$ cat config.mk
export PLATFORM = sky130hd
export DESIGN_NAME = cnna_mac_accum_requant_flat
export DESIGN_NICKNAME = d
export VERILOG_FILES = /design/src/rtl/cnna_mac_accum_requant_if.sv /design/src/rtl/cnna_mac_accum_requant.sv /design/src/flat_wrapper.sv
export SDC_FILE = /design/constraint.sdc
export NUM_CORES = 1
export LEC_CHECK = 0
export CAP_MARGIN = 10
export CORE_ASPECT_RATIO = 0.7
export CORE_MARGIN = 8
export CORE_UTILIZATION = 40
export CTS_CLUSTER_DIAMETER = 40
export DETAILED_ROUTE_END_ITERATION = 12
export PLACE_DENSITY = 0.57
export SLEW_MARGIN = 10
export SYNTH_ARGS = -nofsm -noshare
export SYNTH_HDL_FRONTEND = slang
export SYNTH_SLANG_ARGS = --single-unit
$ cat constraint.sdc
create_clock -name ap_clk -period 5.7 [get_ports ap_clk]
set_clock_uncertainty 0.2 [all_clocks]
set_input_delay 1.14 -clock ap_clk [delete_from_list [all_inputs] [get_ports ap_clk]]
set_output_delay 1.14 -clock ap_clk [all_outputs]
set_load 0.1 [all_outputs]
$ cat src/rtl/cnna_mac_accum_requant_if.sv
// Product-in / result-out bus of the MAC accumulate + requantise stage.
// The slave modport is the accumulator side; the master modport is the driver/consumer side.
interface cnna_mac_accum_requant_if #(
    parameter int PROD_W = 33,
    parameter int OUT_W  = 16,
    parameter int LEN_W  = 16
);
    logic [LEN_W-1:0]  cfg_len;
    logic [5:0]        cfg_shift;
    logic [PROD_W-1:0] prod_data;
    logic              prod_valid;
    logic              prod_ready;
    logic [OUT_W-1:0]  out_data;
    logic              out_valid;
    logic              out_ready;

    modport slave (
        input  cfg_len, cfg_shift, prod_data, prod_valid, out_ready,
        output prod_ready, out_data, out_valid
    );

    modport master (
        output cfg_len, cfg_shift, prod_data, prod_valid, out_ready,
        input  prod_ready, out_data, out_valid
    );
endinterface

$ cat src/rtl/cnna_mac_accum_requant.sv
// Accumulates cfg_len unsigned products, then rounds, shifts and saturates the group sum to OUT_W bits.
// Optional macro CNNA_ACC_SAT_FLAG_EN adds the ovf_sticky / ovf_cnt saturation statistics ports.
module cnna_mac_accum_requant #(
    parameter int PROD_W = 33,
    parameter int ACC_W  = 49,
    parameter int OUT_W  = 16,
    parameter int LEN_W  = 16
) (
    input  logic                        ap_clk,
    input  logic                        ap_rst_n,
    cnna_mac_accum_requant_if.slave     bus
`ifdef CNNA_ACC_SAT_FLAG_EN
    ,
    output logic                        ovf_sticky,
    output logic [15:0]                 ovf_cnt
`endif
);
    typedef enum logic [1:0] {S_IDLE, S_ACCUM, S_EMIT, S_HOLD} state_t;

    state_t             r_state, w_state_nxt;
    logic [ACC_W-1:0]   r_acc;
    logic [LEN_W-1:0]   r_cnt, r_len;
    logic [5:0]         r_shift;
    logic [OUT_W-1:0]   r_out_data;
    logic               r_out_valid;

    logic               w_rdy_st, w_prod_ready, w_beat;
    logic [LEN_W-1:0]   w_len_eff, w_cnt_inc;
    logic [ACC_W:0]     w_rnd, w_sum, w_r;
    logic               w_ovf;
    logic [OUT_W-1:0]   w_sat;

    // A zero length is treated as a single-product group.
    assign w_len_eff    = (bus.cfg_len == '0) ? LEN_W'(1) : bus.cfg_len;
    assign w_cnt_inc    = r_cnt + LEN_W'(1);
    assign w_prod_ready = w_rdy_st & ap_rst_n;
    assign w_beat       = bus.prod_valid & w_prod_ready;

    assign bus.prod_ready = w_prod_ready;
    assign bus.out_data   = r_out_data;
    assign bus.out_valid  = r_out_valid;

    // Round-half-up before the shift; one spare bit keeps acc+rnd from wrapping.
    assign w_rnd = (r_shift == 6'd0) ? '0 : ((ACC_W+1)'(1) << (r_shift - 6'd1));
    assign w_sum = {1'b0, r_acc} + w_rnd;
    assign w_r   = w_sum >> r_shift;
    assign w_ovf = |w_r[ACC_W:OUT_W];
    assign w_sat = w_ovf ? {OUT_W{1'b1}} : w_r[OUT_W-1:0];

    always_ff @(posedge ap_clk or negedge ap_rst_n) begin
        if (!ap_rst_n) r_state <= S_IDLE;
        else           r_state <= w_state_nxt;
    end

    always_comb begin
        w_state_nxt = r_state;
        w_rdy_st    = 1'b0;
        case (r_state)
            S_IDLE: begin
                w_rdy_st = 1'b1;
                if (w_beat) w_state_nxt = (w_len_eff == LEN_W'(1)) ? S_EMIT : S_ACCUM;
            end
            S_ACCUM: begin
                w_rdy_st = 1'b1;
                if (w_beat && (w_cnt_inc == r_len)) w_state_nxt = S_EMIT;
            end
            S_EMIT:  w_state_nxt = S_HOLD;
            S_HOLD:  if (bus.out_ready) w_state_nxt = S_IDLE;
            default: w_state_nxt = S_IDLE;
        endcase
    end

    always_ff @(posedge ap_clk or negedge ap_rst_n) begin
        if (!ap_rst_n) begin
            r_acc       <= '0;
            r_cnt       <= '0;
            r_len       <= '0;
            r_shift     <= '0;
            r_out_data  <= '0;
            r_out_valid <= 1'b0;
        end else begin
            case (r_state)
                S_IDLE: if (w_beat) begin
                    r_len   <= w_len_eff;
                    r_shift <= bus.cfg_shift;
                    r_acc   <= ACC_W'(bus.prod_data);
                    r_cnt   <= LEN_W'(1);
                end
                S_ACCUM: if (w_beat) begin
                    r_acc <= r_acc + ACC_W'(bus.prod_data);
                    r_cnt <= w_cnt_inc;
                end
                S_EMIT: begin
                    r_out_data  <= w_sat;
                    r_out_valid <= 1'b1;
                end
                S_HOLD: if (bus.out_ready) r_out_valid <= 1'b0;
                default: ;
            endcase
        end
    end

`ifdef CNNA_ACC_SAT_FLAG_EN
    always_ff @(posedge ap_clk or negedge ap_rst_n) begin
        if (!ap_rst_n) begin
            ovf_sticky <= 1'b0;
            ovf_cnt    <= '0;
        end else if (r_state == S_EMIT && w_ovf) begin
            ovf_sticky <= 1'b1;
            if (ovf_cnt != 16'hFFFF) ovf_cnt <= ovf_cnt + 16'd1;
        end
    end
`endif

endmodule

$ cat src/flat_wrapper.sv
// flat-port wrapper written by rule: the top's interface ports become plain ports
module cnna_mac_accum_requant_flat 
#(
    parameter int PROD_W = 33,
    parameter int ACC_W  = 49,
    parameter int OUT_W  = 16,
    parameter int LEN_W  = 16
)
  (ap_clk, ap_rst_n, bus_cfg_len, bus_cfg_shift, bus_prod_data, bus_prod_valid, bus_out_ready, bus_prod_ready, bus_out_data, bus_out_valid);
  cnna_mac_accum_requant_if #(.PROD_W(PROD_W), .OUT_W(OUT_W), .LEN_W(LEN_W)) bus_i ();
  input  logic ap_clk;
  input  logic ap_rst_n;
  input wire logic [$bits(bus_i.cfg_len)-1:0] bus_cfg_len;
  input wire logic [$bits(bus_i.cfg_shift)-1:0] bus_cfg_shift;
  input wire logic [$bits(bus_i.prod_data)-1:0] bus_prod_data;
  input wire logic [$bits(bus_i.prod_valid)-1:0] bus_prod_valid;
  input wire logic [$bits(bus_i.out_ready)-1:0] bus_out_ready;
  output wire logic [$bits(bus_i.prod_ready)-1:0] bus_prod_ready;
  output wire logic [$bits(bus_i.out_data)-1:0] bus_out_data;
  output wire logic [$bits(bus_i.out_valid)-1:0] bus_out_valid;
  assign bus_i.cfg_len = bus_cfg_len;
  assign bus_i.cfg_shift = bus_cfg_shift;
  assign bus_i.prod_data = bus_prod_data;
  assign bus_i.prod_valid = bus_prod_valid;
  assign bus_i.out_ready = bus_out_ready;
  assign bus_prod_ready = bus_i.prod_ready;
  assign bus_out_data = bus_i.out_data;
  assign bus_out_valid = bus_i.out_valid;
  cnna_mac_accum_requant #(.PROD_W(PROD_W), .ACC_W(ACC_W), .OUT_W(OUT_W), .LEN_W(LEN_W)) u_core (.ap_clk(ap_clk), .ap_rst_n(ap_rst_n), .bus(bus_i));
endmodule
### After elaboration in Yosys (flattened, before gate mapping)

Index checks and enable logic that the tools add are counted.

| storage, ports and cells | value |
|---|---|
| output and inout bits | 18 |
| register bits | 106 |
| logic and storage cells | 53 |

| operators by class | value |
|---|---|
| mux-type cells | 17 |
| reduce and logical (&&, ||, !) cells | 12 |
| bitwise operators | 2 |
| equality and inequality tests | 9 |
| add/subtract/negate cells | 4 |
| shift operators | 2 |

Operator list:

| cell | number |
|---|---|
| 49-bit 2-to-1 mux | 2 |
| 49-bit one-hot mux with 2 select lines | 1 |
| 16-bit 2-to-1 mux | 4 |
| 49-bit by 50-bit adder with 50-bit output | 1 |
| 50-bit 2-to-1 mux | 1 |
| 1-bit by 6-bit left shift with 50-bit output, first input constant | 1 |
| 50-bit by 6-bit >> shifter with 50-bit output | 1 |
| 49-bit by 33-bit adder with 49-bit output | 1 |
| 34-bit OR reduction | 1 |
| 16-bit one-hot mux with 2 select lines | 1 |
| 16-bit by 1-bit adder with 16-bit output, second input constant | 1 |
| 16-bit by 1-bit == test with 1-bit output, second input constant | 1 |
| 16-bit == test | 1 |
| 16-bit zero test | 1 |
| 2-bit 2-to-1 mux | 4 |
| 2-bit one-hot mux with 4 select lines | 1 |
| 6-bit zero test | 1 |
| 2-bit by 1-bit inequality test with 1-bit output, second input constant | 3 |
| 3-bit AND reduction | 2 |
| 6-bit by 1-bit subtractor with 6-bit output, second input constant | 1 |
| 2-bit == test, second input constant | 2 |
| 2-bit AND reduction | 2 |
| 2-bit nonzero test | 2 |
| 1-bit bitwise AND | 2 |
| other kinds (7) | 8 |

### Longest topological paths before layout

Gate-level depths: netlist (run 1).

| depth | value |
|---|---|
| depth after elaboration | 8 |
| mapped depth | 24 |
| depth with buffers taken out | 18 |

### Worst setup path before layout (run 1)

No wires, ideal clock.

| timing | value |
|---|---|
| path type | register to register |
| start | register u_core.r_shift[2] |
| end | register u_core.r_out_data[8] (netlist: u_core.bus.out_data[8]) |
| cell stages (with the launch flop) | 25 |
| period minus slack after synthesis | 6.229 ns |
| slack | -0.529 ns |
| path buffers | 8 |
| arrival | 5.900 ns |
| setup time | 0.130 ns |
| path through | dfrtp_1 > clkbuf_1 > clkbuf_1 > buf_1 > clkbuf_1 > clkbuf_1 > buf_1 > nand2_1 > nor2_1 > ha_1 > buf_2 > nand2_1 > o221ai_1 > and2_1 > o311a_1 > o31a_1 > or3_1 > and2_4 > a211oi_4 > and3b_1 > a311oi_1 > or4_4 > o31ai_4 > buf_6 > a31oi_1 |

| between the ends | value |
|---|---|
| longest elaborated chain between the ends | 7 |
| elaborated cells on any way between the ends | 8 |

RTL lines:

| item | line | source |
|---|---|---|
| start: declaration | cnna_mac_accum_requant.sv:23 | `logic [5:0] r_shift;` |
| start signal: assignment | cnna_mac_accum_requant.sv:85 | `r_shift <= bus.cfg_shift;` |
| 6-bit by 1-bit subtractor with 6-bit output | cnna_mac_accum_requant.sv:44 | `assign w_rnd = (r_shift == 6'd0) ? '0 : ((ACC_W+1)'(1) << (r_shift - 6'd1));` |
| 1-bit by 6-bit left shift with 50-bit output | cnna_mac_accum_requant.sv:44 |  |
| 50-bit 2-to-1 mux | cnna_mac_accum_requant.sv:44 |  |
| 49-bit by 50-bit adder with 50-bit output | cnna_mac_accum_requant.sv:45 | `assign w_sum = {1'b0, r_acc} + w_rnd;` |
| 50-bit by 6-bit >> shifter with 50-bit output (*) | cnna_mac_accum_requant.sv:46 | `assign w_r = w_sum >> r_shift;` |
| 34-bit OR reduction | cnna_mac_accum_requant.sv:47 | `assign w_ovf = \|w_r[ACC_W:OUT_W];` |
| 16-bit 2-to-1 mux (*) | cnna_mac_accum_requant.sv:48 | `assign w_sat = w_ovf ? {OUT_W{1'b1}} : w_r[OUT_W-1:0];` |
| end signal: assignment | cnna_mac_accum_requant.sv:94 | `r_out_data <= w_sat;` |
| end: declaration | cnna_mac_accum_requant.sv:24 | `logic [OUT_W-1:0] r_out_data;` |

Every way passes the cells marked *; elsewhere a longest branch is shown, timed or not.
A chain may end at the register's enable or synchronous reset.

### Final worst setup path (run 1)

| timing | value |
|---|---|
| start | register u_core.r_shift[3] |
| end | register u_core.r_out_data[14] (netlist: u_core.bus.out_data[14]) |

The elaborated chain is that of the path after synthesis.

==> flow_summary.json, run 1 <==
{
  "rr_worst_depth": 20,
  "synth-edff-count": 0,
  "status": "completed",
  "start_util_pct": 40.2,
  "required_ps": 5780,
  "cp.arrival_ps": 5630,
  "async_reset_ff_share_pct": 100,
  "ioPinCount": 77,
  "cts-root-buf": "clkbuf_16",
  "numCtsBuffers": 9,
  "fmax_ghz": 0.180,
  "pwr-share-seq_pct": 12.3,
  "grt_pass1_wl_um": 96800,
  "fin_crit_ps": 5550,
  "gp_congestion": 0.996,
  "cpPeakStageDelay_ps": 450,
  "synth_flop_cell": "dfrtp_1",
  "worst_setup_path_start_kind": "register",
  "ant_nets": 0,
  "startpoint": "u_core.r_shift[3]",
  "maxCapViolations": 0,
  "dp_hpwl_um": 51400,
  "p_clk_share_pct": 7.0,
  "syn-num-nets": 2152,
  "wl_per_cell_um": 22.6,
  "p_sw_mw": 5.66,
  "cts_tree": "yes",
  "coreArea_um2": 36800,
  "syn_to_final_growth_pct": 29.1,
  "grt_pass1_vias": 16464,
  "r2r_start": "u_core.r_shift[3]",
  "finalWirelength_um": 63500,
  "hold_path_class": "register to register",
  "antenna_found_initial": 0,
  "clock_sinks": 106,
  "clkTransAtPathRegs_ps": 100,
  "dpl_cell_area_um2": 18400,
  "cts_max_path_buffers": 2,
  "whs_endpoint": "u_core.r_len[0]",
  "die_w_um": 246,
  "setup_slack_ps": 146,
  "seq_area_frac_synth_pct": 17.9,
  "relSlewSlack_pct": 32.8,
  "p_sw_share_pct": 54.2,
  "hold_viol_final": 0,
  "hold_depth": 2,
  "grt_overflow_total": 0,
  "setup_viol": 0,
  "intPower_mw": 4.78,
  "synth_seq_cells": 106,
  "drtPass1Iterations": 6,
  "power.density_nw_per_um2": 545,
  "insertion_delay_ps": 400,
  "route.detailed.drc": 0,
  "fin_crit_sh_pct": 97.4,
  "nets": 2469,
  "layout-drive-gt1-share_pct": 23.1,
  "worstSetupEndpointType": "register",
  "io_buffer_count": 76,
  "via_count": 17634,
  "layout_common_cells": "buf_4 (350), nand2_1 (202), nor2_1 (193)",
  "fin_util_pct": 52.0,
  "reg2reg_slack_ps": 150,
  "crit_fanout": 16,
  "hold_buffers": 0,
  "vias_per_cell": 6.27,
  "dieArea_um2": 43600,
  "drtIter0Drc": 2016,
  "worstMarginPinSlew_ps": 1000,
  "cts_htree_levels": 3,
  "grt_max_degree": 88,
  "cp_common_cell": "buf_4",
  "worstHoldStart": "u_core.r_len[0]",
  "combPwrFrac_pct": 80.7,
  "post-place-ws_ps": -143,
  "ys_warn_count": 0,
  "diodes": 0,
  "row_count": 59,
  "slew_viol_final": 0,
  "yosysUniqueCellTypes": 93,
  "crit_chain": "buf_4 -> nand2_2 -> nor3_1 -> buf_4 -> ha_1 -> nand4_1 -> or3_1 -> or2_0 -> o22a_2 -> a311o_1 -> a211oi_1 -> a221oi_2 -> buf_4 -> nand3_1 -> o2bb2ai_1 -> o2111ai_1 -> or4_4 -> o31ai_4 -> buf_12 -> a31oi_1",
  "critPathKind": "register to register",
  "die_h_um": 177,
  "peakVddDrop_uv": 247,
  "avgSynthCellArea_um2": 7.40,
  "synth_area_um2": 14800,
  "final_common_cell": "buf_4",
  "leakagePower_nw": 8.17,
  "final_area_um2": 19100,
  "grt_usage_pct": 28.2,
  "reg2reg_to": "u_core.bus.out_data[14]",
  "slowest_stage": "dfrtp_1",
  "synth_cells": 2004
}
==> cells by family after synthesis <==
group | count (synthesis) | synth area share (%)
simple gates | 766 | 24.5
compound gates | 675 | 30.9
buf+inv | 166 | 4.47
mux | 119 | 9.75
flops | 106 | 17.9
fa+ha+maj | 89 | 7.61
xor+xnor | 83 | 4.90
==> flip-flops by register name, indices dropped and copies added, names as in the netlist <==
name and flops:
u_core.r_len 16, u_core.r_shift 6, u_core.r_state 2, u_core.r_acc 49, u_core.r_cnt 16, u_core.bus.out_data 16
u_core.bus.out_valid 1
==> worst max-delay path by stage <==
stage / end
floorplan: u_core.bus.out_data[8]
global placement: u_core.bus.out_data[4]
detailed placement: u_core.bus.out_data[13]
CTS: u_core.bus.out_data[2]
global route: u_core.bus.out_data[2]
finish: u_core.bus.out_data[14]
==> layout make-up <==
type                       instances  area (µm²)
clock buffer                       9         225
multi-input combinational       1732       11900
sequential                       106        2660
timing repair buffer             430        3480
clock inverter                     7        91.3
tap                              488         611
fill                            3634       17700
inverter                          42         158
==> synthesized netlist by cell type, drive strengths merged (17+ instances only) <==
cell type	instances	area (µm²)
o21ai	144	721
clkbuf	84	315
dfrtp	106	2650
a21o	41	308
nor4	18	113
mux2	33	372
nor3	69	345
mux2i	69	691
inv	38	143
nand2	213	802
and3	29	181
nand4	48	300
and2	27	171
or3	26	163
a221oi	17	155
o22ai	17	106
ha	87	1090
o21a	17	128
nor2	203	762
buf	40	190
a21oi	171	867
xor2	25	219
nand3	81	405
mux4	17	383
xnor2	58	508
a211oi	29	240
a31oi	31	194
o211ai	23	173
==> critical path: cells and delay by family (launching register included) <==
| family | cells | cell delay [ps] |
|---|---|---|
| AO/OA/AOI/OAI | 8 | 1850 |
| adder cells (fa/ha/maj) | 1 | 360 |
| buffers and inverters | 4 | 690 |
| flip-flops | 1 | 450 |
| AND/OR/NAND/NOR | 7 | 1850 |
==> power groups by stage <==
| stage | Sequential [mW] | Clock, mW | Combinational, mW |
|---|---|---|---|
| after floorplan | 1.48 | 0 | 4.75 |
| after global placement | 1.28 | 0 | 7.91 |
| after detailed placement | 1.29 | 0 | 7.97 |
| after CTS | 1.28 | 0.744 | 8.04 |
| after global routing | 1.31 | 0.767 | 9.01 |
| final | 1.28 | 0.728 | 8.43 |
==> stage by stage <==
stage | total power, mW | setup TNS, ps | cells | hold slack [ps]
after floorplan | 6.23 | 0 | 2004 | 270
after global placement | 9.19 | -1810 | 2794 | 294
after detailed placement | 9.26 | -1970 | 2794 | 300
after CTS | 10.1 | 0 | 2810 | 320
after global routing | 11.1 | -84.9 | 2814 | 337
final | 10.4 | 0 | 2814 | 310
==> routing by layer <==
layer / track usage, % / share of wire (%) / vias up
met4: 7.17 / 2.4 / 0
met3: 6.72 / 9.5 / 80
met1: 41.8 / 47 / 8505
met5: 0 / 0 / -
met2: 40.2 / 41 / 742
li1: - / - / 8307
==> timing repair <==
item / CTS / global route
hold endpoints to repair: 0 / 0
gates resized for setup: 12 / 92
cloned: 0 / 0
setup buffers: 0 / 4
pin swaps: 0 / 9
setup endpoints to repair: 16 / 16
Power figures use the tool's default switching activity.
==> run 2, diff against run 1 <==
--- a/config.mk
+++ b/config.mk
@@ -5,13 +5,13 @@
 export SDC_FILE = /design/constraint.sdc
 export NUM_CORES = 1
 export LEC_CHECK = 0
-export CAP_MARGIN = 10
 export CORE_ASPECT_RATIO = 0.7
 export CORE_MARGIN = 8
 export CORE_UTILIZATION = 40
 export CTS_CLUSTER_DIAMETER = 40
 export DETAILED_ROUTE_END_ITERATION = 12
 export PLACE_DENSITY = 0.57
+export SKIP_CTS_REPAIR_TIMING = 1
 export SLEW_MARGIN = 10
 export SYNTH_ARGS = -nofsm -noshare
 export SYNTH_HDL_FRONTEND = slang
==> run 2 against run 1 <==
Worst setup slack better by 21 ps. Non-clock buffer count is 2 lower. Clock power barely moved. Critical path depth shrank 1. Largest power group unchanged. Highest routed layer unchanged.
==> flow_summary.json, run 2 (synthesized netlist as in run 1, its figures left out) <==
{
  "status": "completed",
  "final_common_cell": "buf_4",
  "fin_crit_ps": 5530,
  "path_buf_inv": 4,
  "fin_crit_sh_pct": 97.1,
  "crit_fanout": 27,
  "io_buffer_count": 76,
  "gp_congestion": 0.996,
  "worstMarginPinSlew_ps": 1010,
  "cts_max_path_buffers": 2,
  "maxCapViolations": 0,
  "fin_util_pct": 52.0,
  "drtPass1Iterations": 6,
  "antenna_found_initial": 0,
  "hold_path_class": "register to register",
  "multi_input_area_um2": 12000,
  "route.detailed.drc": 0,
  "critPathKind": "register to register",
  "setup_viol": 0,
  "die_w_um": 246,
  "grt_pass1_wl_um": 96800,
  "fin_tns_setup_ps": 0,
  "clock_sinks": 106,
  "grt_usage_pct": 28.2,
  "slowest_stage": "a2111oi_1",
  "relSlewSlack_pct": 32.7,
  "grt_max_degree": 88,
  "cpPeakStageDelay_ps": 790,
  "power_mw": 10.4,
  "syn_to_final_growth_pct": 29.4,
  "largest_reg_flops": 49,
  "layout-drive-gt1-share_pct": 23.2,
  "coreArea_um2": 36800,
  "cp_common_cell": "buf_4",
  "clkTransAtPathRegs_ps": 100,
  "worstSetupEndpointType": "register",
  "ant_nets": 0,
  "grt_pass1_vias": 16429,
  "insertion_delay_ps": 400,
  "drtIter0Drc": 2228,
  "nets": 2467,
  "dieArea_um2": 43600,
  "start_util_pct": 40.2,
  "largest-register": "u_core.r_acc",
  "fillers": 3631,
  "cts-root-buf": "clkbuf_16",
  "hold_viol_final": 0,
  "slew_viol_final": 0,
  "layout_common_cells": "buf_4 (347), nand2_1 (202), nor2_1 (192)",
  "diodes": 0,
  "vias_per_cell": 6.31,
  "grt_overflow_total": 0,
  "seq_area_um2": 2660,
  "die_h_um": 177,
  "ioPinCount": 77,
  "wl_per_cell_um": 22.6,
  "leakagePower_nw": 8.18,
  "finalWirelength_um": 63600,
  "cts_tree": "yes",
  "peakVddDrop_uv": 243,
  "numCtsBuffers": 9,
  "required_ps": 5810,
  "dp_hpwl_um": 51400,
  "cts_htree_levels": 3,
  "row_count": 59,
  "cp.arrival_ps": 5650,
  "cp_top_family": "compound AO/OA/AOI/OAI gates",
  "crit_chain": "buf_6 -> nor3_1 -> buf_4 -> ha_1 -> buf_4 -> nand4_1 -> nor3_1 -> buf_4 -> nand3_1 -> and3_1 -> and3_1 -> a2111oi_1 -> a2bb2oi_1 -> and2_1 -> mux2i_1 -> mux4_2 -> o21ai_0 -> o22ai_1 -> a21oi_1",
  "worst_setup_path_start_kind": "register",
  "power.density_nw_per_um2": 544,
  "via_count": 17739,
  "fmax_ghz": 0.181
}
run 2: layer usage:
metal  track usage, %  part of all wire [%]
met2             40.2                    41
met5                0                     0
met4             7.17                   2.4
met1             42.0                    47
met3             6.33                    10
run 2: final timing paths:
path	to	depth (start not counted)	from	slack, ps
worst max-delay path	u_core.bus.out_data[12]	19	u_core.r_shift[2]	170
worst min-delay path	u_core.r_len[0]	2	u_core.r_len[0]	310
worst max register to register	u_core.bus.out_data[12]	19	u_core.r_shift[2]	170
worst min register to register	u_core.r_len[0]	2	u_core.r_len[0]	310
max in group asynchronous	u_core.r_shift[5]	2	ap_rst_n	3700
min in group asynchronous	u_core.r_acc[15]	1	ap_rst_n	440
run 2: final cells by class:
class                   instances  area share, %
clock buffers                   9           1.17
well taps                     488           3.18
clock inverters                 7          0.476
inverters                      42          0.822
repair buffers                428           18.1
multi-input cells            1732           62.4
flip-flops and latches        106           13.8
run 2: power breakdown:
part	internal (mW)	total [mW]	switching (mW)
Sequential	1.01	1.28	0.275
Combinational	3.45	8.42	4.97
Clock	0.320	0.731	0.411
Total	4.78	10.4	5.66
run 2: through the flow:
step | worst slack, ps | cells | instance area, µm² | hold WS (ps)
after floorplan | 0.347 | 2004 | 14800 | 270
after global placement | -126 | 2794 | 18400 | 294
after detailed placement | -143 | 2794 | 18400 | 300
after CTS | -154 | 2810 | 18700 | 320
after global routing | -53.6 | 2812 | 19200 | 337
final | 167 | 2812 | 19200 | 310
run 2: worst min-delay path, cell delays in order, from the launching register on:
cell     delay, ps
dfrtp_1        370
nand2_1         50
o21ai_0         60
==> run 3, diff against run 2 <==
--- a/config.mk
+++ b/config.mk
@@ -16,3 +16,4 @@
 export SYNTH_ARGS = -nofsm -noshare
 export SYNTH_HDL_FRONTEND = slang
 export SYNTH_SLANG_ARGS = --single-unit
+export TNS_END_PERCENT = 10
==> results of run 3 <==
The final DEF is identical to that of run 2; final timing and power are the same.
